**src/rtl/alu_ctrl_pkg.sv**
```systemverilog
// rtl/alu_ctrl_pkg.sv - shared ALU control codes, opcode/funct encodings and sequencer states
package alu_ctrl_pkg;

  localparam int CODE_W = 4;

  localparam logic [CODE_W-1:0] CTRL_AND  = 4'b0000;
  localparam logic [CODE_W-1:0] CTRL_OR   = 4'b0001;
  localparam logic [CODE_W-1:0] CTRL_ADD  = 4'b0010;
  localparam logic [CODE_W-1:0] CTRL_SUB  = 4'b0110;
  localparam logic [CODE_W-1:0] CTRL_SLT  = 4'b0111;
  localparam logic [CODE_W-1:0] CTRL_NOR  = 4'b1100;
  localparam logic [CODE_W-1:0] CTRL_SLL  = 4'b1101;
  localparam logic [CODE_W-1:0] CTRL_SRL  = 4'b1110;
  localparam logic [CODE_W-1:0] CTRL_MULT = 4'b1000;
  localparam logic [CODE_W-1:0] CTRL_DIV  = 4'b1001;

  localparam logic [1:0] ALUOP_ADD   = 2'b00;
  localparam logic [1:0] ALUOP_BEQ   = 2'b01;
  localparam logic [1:0] ALUOP_RTYPE = 2'b10;

  localparam logic [5:0] FUNCT_SLL  = 6'b000000;
  localparam logic [5:0] FUNCT_SRL  = 6'b000010;
  localparam logic [5:0] FUNCT_ADD  = 6'b100000;
  localparam logic [5:0] FUNCT_SUB  = 6'b100010;
  localparam logic [5:0] FUNCT_AND  = 6'b100100;
  localparam logic [5:0] FUNCT_OR   = 6'b100101;
  localparam logic [5:0] FUNCT_NOR  = 6'b100111;
  localparam logic [5:0] FUNCT_SLT  = 6'b101010;
  localparam logic [5:0] FUNCT_MULT = 6'b011000;
  localparam logic [5:0] FUNCT_DIV  = 6'b011010;

  typedef enum logic [1:0] {
    ST_IDLE = 2'd0,
    ST_BUSY = 2'd1,
    ST_DONE = 2'd2
  } state_t;

endpackage

```
**src/rtl/alu_ctrl_decode.sv**
```systemverilog
// rtl/alu_ctrl_decode.sv - combinational ALUOp/funct to ALU control code decoder
module alu_ctrl_decode
  import alu_ctrl_pkg::*;
(
  input  logic [1:0]        i_alu_op,
  input  logic [5:0]        i_funct,
  output logic [CODE_W-1:0] o_code,
  output logic              o_is_multi,
  output logic              o_is_illegal
);

  always_comb begin
    o_code       = CTRL_ADD;
    o_is_multi   = 1'b0;
    o_is_illegal = 1'b0;
    case (i_alu_op)
      ALUOP_ADD: o_code = CTRL_ADD;
      ALUOP_BEQ: o_code = CTRL_SUB;
      ALUOP_RTYPE: begin
        case (i_funct)
          FUNCT_SLL:  o_code = CTRL_SLL;
          FUNCT_SRL:  o_code = CTRL_SRL;
          FUNCT_ADD:  o_code = CTRL_ADD;
          FUNCT_SUB:  o_code = CTRL_SUB;
          FUNCT_AND:  o_code = CTRL_AND;
          FUNCT_OR:   o_code = CTRL_OR;
          FUNCT_NOR:  o_code = CTRL_NOR;
          FUNCT_SLT:  o_code = CTRL_SLT;
          FUNCT_MULT: begin
            o_code     = CTRL_MULT;
            o_is_multi = 1'b1;
          end
          FUNCT_DIV: begin
            o_code     = CTRL_DIV;
            o_is_multi = 1'b1;
          end
          default: o_is_illegal = 1'b1;
        endcase
      end
      default: o_is_illegal = 1'b1;
    endcase
  end

endmodule

```
**src/rtl/alu_op_sequencer.sv**
```systemverilog
// rtl/alu_op_sequencer.sv - accepts ALU ops, registers the control code, sequences mult/div latency
module alu_op_sequencer
  import alu_ctrl_pkg::*;
#(
  parameter int MUL_LAT = 4,
  parameter int DIV_LAT = 8,
  parameter int CTRL_W  = 4
) (
  input  logic              clk,
  input  logic              rst,
  input  logic              in_valid,
  output logic              in_ready,
  input  logic [1:0]        ALUOp,
  input  logic [5:0]        funct,
  input  logic              flush,
  output logic [CTRL_W-1:0] control_line,
  output logic              out_valid,
  output logic              busy,
  output logic              illegal
);

  state_t              r_state;
  state_t              w_next_state;
  logic [3:0]          r_cnt;
  logic [CTRL_W-1:0]   r_ctrl;
  logic                r_valid;
  logic                r_illegal;

  logic [CODE_W-1:0]   w_code;
  logic                w_is_multi;
  logic                w_is_illegal;
  logic                w_accept;
  logic [3:0]          w_lat_load;

  alu_ctrl_decode u_decode (
    .i_alu_op    (ALUOp),
    .i_funct     (funct),
    .o_code      (w_code),
    .o_is_multi  (w_is_multi),
    .o_is_illegal(w_is_illegal)
  );

  assign w_accept   = in_valid && (r_state == ST_IDLE);
  // Counter runs LAT-2 down to 0 in BUSY, then one DONE cycle: out_valid lands LAT cycles after acceptance.
  assign w_lat_load = (w_code == CTRL_DIV) ? 4'(DIV_LAT - 2) : 4'(MUL_LAT - 2);

  always_ff @(posedge clk) begin
    if (rst) begin
      r_state <= ST_IDLE;
    end else begin
      r_state <= w_next_state;
    end
  end

  always_comb begin
    w_next_state = r_state;
    if (flush) begin
      w_next_state = ST_IDLE;
    end else begin
      case (r_state)
        ST_IDLE: if (w_accept && w_is_multi && !w_is_illegal) w_next_state = ST_BUSY;
        ST_BUSY: if (r_cnt == 4'd0) w_next_state = ST_DONE;
        ST_DONE: w_next_state = ST_IDLE;
        default: w_next_state = ST_IDLE;
      endcase
    end
  end

  always_ff @(posedge clk) begin
    if (rst) begin
      r_cnt     <= 4'd0;
      r_ctrl    <= CTRL_W'(CTRL_ADD);
      r_valid   <= 1'b0;
      r_illegal <= 1'b0;
    end else begin
      r_valid   <= 1'b0;
      r_illegal <= 1'b0;
      if (flush) begin
        r_cnt <= 4'd0;
      end else if (w_accept) begin
        if (w_is_illegal) begin
          r_illegal <= 1'b1;
        end else begin
          r_ctrl <= CTRL_W'(w_code);
          if (w_is_multi) begin
            r_cnt <= w_lat_load;
          end else begin
            r_valid <= 1'b1;
          end
        end
      end else if ((r_state == ST_BUSY) && (r_cnt != 4'd0)) begin
        r_cnt <= r_cnt - 4'd1;
      end
    end
  end

  always_comb begin
    in_ready     = (r_state == ST_IDLE);
    busy         = (r_state == ST_BUSY);
    out_valid    = r_valid || (r_state == ST_DONE);
    illegal      = r_illegal;
    control_line = r_ctrl;
  end

endmodule
```
**config.mk**
```make
export PLATFORM = sky130hd
export DESIGN_NAME = alu_op_sequencer
export DESIGN_NICKNAME = d
export VERILOG_FILES = /design/src/rtl/alu_ctrl_pkg.sv /design/src/rtl/alu_ctrl_decode.sv /design/src/rtl/alu_op_sequencer.sv
export SDC_FILE = /design/constraint.sdc
export NUM_CORES = 1
export LEC_CHECK = 0
export CAP_MARGIN = 5
export CORE_AREA = 4 4 46 48
export DETAILED_ROUTE_END_ITERATION = 7
export DIE_AREA = 0 0 50 52
export PLACE_DENSITY = 0.81
export SLEW_MARGIN = 15
export SYNTH_ARGS = -nofsm -noshare
export SYNTH_HDL_FRONTEND = slang
export SYNTH_HIERARCHICAL = 1
export SYNTH_SLANG_ARGS = --single-unit
```
**constraint.sdc**
```tcl
create_clock -name clk -period 4 [get_ports clk]
set_clock_uncertainty 0.1 [all_clocks]
set_input_delay 0.4 -clock clk [delete_from_list [all_inputs] [get_ports clk]]
set_output_delay 0.4 -clock clk [all_outputs]
set_load 0.01 [all_outputs]
```
Yosys cells after proc, flatten, opt, wreduce, memory -nomap -nowiden
Cells that the tools add are included.

Bitwise logic cells: 3. Reductions and logical operators: 21. Equality and inequality tests: 18. Muxes and demuxes: 16. Add/subtract/negate cells: 1.

Operators with widths (count): $eq A6 B6 Y1 const B (6); $pmux W4 S9 (1); $mux W4 (4); $eq A6 B5 Y1 const B (2); $reduce_or A10 Y1 (1); $pmux W4 S2 (1); $eq A6 B2 Y1 const B (1); $logic_not A6 Y1 (1); $reduce_and A3 Y1 (2); $reduce_or A2 Y1 (3); $mux W1 (5); $eq A2 B1 Y1 const B (2); $eq A2 B2 Y1 const B (2); $eq A4 B4 Y1 const B (1); $logic_and A1 B1 Y1 (4); $logic_not A2 Y1 (2); $logic_not A4 Y1 (1); $mux W2 (2); $ne A2 B1 Y1 const B (2); $ne A2 B2 Y1 const B (2); $pmux W2 S2 (1); $reduce_bool A4 Y1 (1); $reduce_or A4 Y1 (1); $sub A4 B1 Y4 const B (1); 8 further kinds (10).

Bits of input ports: 12. Bits in registers: 12. Word-level logic and storage cells: 64.

Logic depth before layout (Yosys ltp)
Word-level depth: 8. Mapped depth: 8. Gate-level depth less buffers: 8.

Modules after synthesis
The synthesis kept the hierarchy.

Modules (own cells, without submodules): alu_op_sequencer (area each 529.3 um2, instances 1, cells an instance 55); alu_ctrl_decode (area each 341.6 um2, instances 1, cells an instance 47).

Worst setup path before layout
Ideal clock, no wire load.

Kind: input -> register. From: input ALUOp[0]. To: register r_cnt[3]. Setup time: 88 ps. Arrival time: 1859 ps. Buffers on the path: 0. Cell stages on the path: 6. Setup slack: 1953 ps. Path through: inv_1 -> ha_1 -> o32ai_1 -> nor2_1 -> o22a_1 -> a311oi_2.

Longest elaborated chain between the ends: 5. Elaborated cells on any way between the ends: 9.

Ends and longest elaborated chain: from (decl) (RTL line alu_op_sequencer.sv:13) `input logic [1:0] ALUOp,`; $eq A2 B1 Y1 / $logic_not A2 Y1 (equally long branches) (RTL line alu_ctrl_decode.sv:16) `case (i_alu_op)`; $reduce_or A2 Y1 (no source line); $pmux W1 S2 (*) (RTL line alu_ctrl_decode.sv:16); net w_is_illegal (RTL line alu_op_sequencer.sv:31) `logic w_is_illegal;`; $ne A2 B2 Y1 (no source line) (*); $reduce_and A3 Y1 (no source line) (*); to (signal assigned) (RTL line alu_op_sequencer.sv:86) `r_cnt <= w_lat_load;`; to (signal assigned) (RTL line alu_op_sequencer.sv:92) `r_cnt <= r_cnt - 4'd1;`; to (decl) (RTL line alu_op_sequencer.sv:24) `logic [3:0] r_cnt;`.

The timed path passes the listed nets; every way through them passes the cells marked *. A chain may end at the register's enable or synchronous reset.

Worst setup path after layout
From: input funct[5]. To: register r_ctrl[1] (netlist: control_line[1]).

Longest elaborated chain between the ends: 6. Elaborated cells on any way between the ends: 17.

Ends and longest elaborated chain: from (decl) (RTL line alu_op_sequencer.sv:14) `input logic [5:0] funct,`; $eq A6 B2 Y1, or another cell as far along (RTL line alu_ctrl_decode.sv:20) `case (i_funct)`; $reduce_or A10 Y1 (no source line) (*); $mux W1 (*) (RTL line alu_ctrl_decode.sv:20); $pmux W1 S2 (*) (RTL line alu_ctrl_decode.sv:16); net w_is_illegal (RTL line alu_op_sequencer.sv:31); $not A1 Y1 (no source line) (*); $reduce_and A3 Y1 (no source line) (*); to (signal assigned) (RTL line alu_op_sequencer.sv:72) `r_ctrl <= CTRL_W'(CTRL_ADD);`; to (signal assigned) (RTL line alu_op_sequencer.sv:84) `r_ctrl <= CTRL_W'(w_code);`; to (decl) (RTL line alu_op_sequencer.sv:25) `logic [CTRL_W-1:0] r_ctrl;`.

Marked as above.

==> reports/summary.txt <==
Lkg Pwr: 0.407 nW
Cell Rows: 15
Crit path buffers/inverters: 1
Slew Viols, Final: 0
Die Ht: 52 um
CTS Sinks: 12
Synth Register Bits: 12
Max transition margin: 53.5%
Setup violations, final: 0
n_diodes: 0
final worst slack: 1.50 ns
Peak VDD IR: 0.190 mV
clk_lat worst skew: 0.27 ns
Cells after Synth: 102
All-Layer GR Usage: 16.2%
number of global-route vias before repair: 733
Final Wtd Congestion: 0.880
routed len/inst: 12.7 um
CTS tree: yes
post-synthesis cell type count: 44
most area-consuming cells after synthesis: dfxtp_1 (28%), ha_1 (5.7%), buf_6 (5.2%), nor2_1 (4.7%), mux2i_1 (3.4%)
Placed Cells: 142
crit path launch type: primary input
slowest stage delay, CP: 0.69 ns
final-stage net count: 138
CP endpoint kind: register
Final HPWL DP: 1.45 mm
final WL: 1.86 mm
port bufs: 19
# H-tree levels: 1
crit path kind: primary input to register
maximum clock path buffer count: 2
YS warnings: 6
fin crit period: 2.50 ns
initial antenna violation count: 0
slew of the pin with the lowest slew margin: 0.696 ns
largest net degree at the start of global routing: 11
syn avg cell area: 8.54 um2
core area: 1710 um2
most used cells in the layout excluding fill and tap cells: clkdlybuf4s50_1 (19), dfxtp_1 (12), nor2_1 (11)
grt total ovfl: 0
post-route cell area: 1080 um2
first-pass GRT wire length: 3.26 mm
Setup Fix Bufs, Post-CTS: 0
ys flop type: dfxtp_1
final-report hold violation count: 0
Tcrit/Tclk final: 62.5%
via count: 824
sequential-to-total area share from yosys stat: 27.6%
Worst-path clk slew: 0.07 ns
Die Wd: 50 um
total iterations of the first detailed-routing run: 4
PostCTS Resize Cnt: 0
CP top delay family: compound AO/OA/AOI/OAI gates
Area Growth Syn to Fin: 24.4%
Cell Count, Final, Fillers Out: 146
crit path max fanout: 10
DP Worst Slack: 1.25 ns
number of DRC markers in iteration 0: 22
Syn Nets: 118
Placed Area: 1050 um2
most common cell after layout, fill and taps aside: clkdlybuf4s50_1
max cap viols: 0
Synth area leader: dfxtp_1
fmax: 400 MHz
layout cells sized above 1: 10.7%
status: finished, final reports clean
Post-synth EDFFs: 0
synthesized cell area: 871 um2
Yosys top cell area share: 27.6%
Antenna Nets Post-Route: 0
FFs w/ async S/R, synth: 0%
Slowest cell on crit path: clkdlybuf4s50_1
total CTS buffers: 3
FILL cells: 144
CTS root buf: clkbuf_4
Crit path required time: 4.07 ns
FF-to-FF setup slack: 2.20 ns
die area: 2600 um2
Pwr Density: 257 nW/um2
I/O pin count: 20
total power: 0.000279 W
Worst Path Arrival: 2.57 ns
RSZ-0062 raised after global routing: false
drt drc: 0
Via density: 5.64
Fin Setup TNS: 0 ns
most used cell, CP: nor2b_1
# hold bufs at CTS: 0
CP Cell Sequence: clkdlybuf4s50_1, nor2b_1, a22oi_1, a21oi_1, o32ai_1, nor3_4, nor2b_1, a211o_1
worst hold path class: register to register
initial core utilization: 51.0%
routing by layer:
layer	part of all wire, %	global-route usage [%]
met5	0	0
met4	1.7	6.45
met3	7.4	5.16
met2	45	24.8
met1	45	20.9
final timing paths:
check | to | from | cells past startpoint
setup / recovery | control_line[1] | funct[5] | 8
hold / removal | r_cnt[0] | r_cnt[0] | 1
hold reg to reg | r_cnt[0] | r_cnt[0] | 1
setup reg to reg | r_cnt[3] | r_cnt[0] | 6
synthesized netlist by cell type, types with 2 or more instances:
library cell   n
mux2i_1        3
dfxtp_1       12
and3_1         3
o21ai_0        3
nor3_2         3
nor4_1         2
nor3_1         2
a211o_1        2
a31oi_1        2
xor2_1         2
nand2_1        8
buf_6          4
a21o_1         2
nor2b_1        2
nand3b_1       2
inv_1          6
nor2_1        11
ha_1           4
a21oi_1        4
power by group:
part | switching (W) | internal [W] | total, W
logic | 0.0000322 | 0.0000284 | 0.0000606
registers | 0.00000110 | 0.000122 | 0.000123
clock network | 0.0000399 | 0.0000554 | 0.0000953
sequential cells by signal, indices dropped and copies added, names as in the netlist:
name          cells
r_state           2
control_line      4
illegal           1
r_cnt             4
r_valid           1
through the flow:
step	hold WS (ns)	util, %
finish	0.390	63.4
global route	0.428	63.4
CTS	0.396	63.4
detailed placement	0.375	61.3
global placement	0.360	61.3
floorplan	0.343	-
final cells by class:
cell class                      instances  area [um2]  area share (%)
Timing Repair Buffer                   19         190            17.6
Clock buffer                            4        36.3            3.35
Tap cell                               25        31.3            2.89
Sequential cell                        12         240            22.2
Multi-Input combinational cell         80         563            52.0
Inverter                                6        22.5            2.08
cells by family after synthesis:
group	Yosys count	synth area share, %
compound gates	26	22.6
xor+xnor	2	2.01
fa+ha+maj	4	5.75
buf+inv	10	7.76
flops	12	27.6
mux	3	3.45
simple gates	45	30.9
Power figures use the tool's default switching activity.
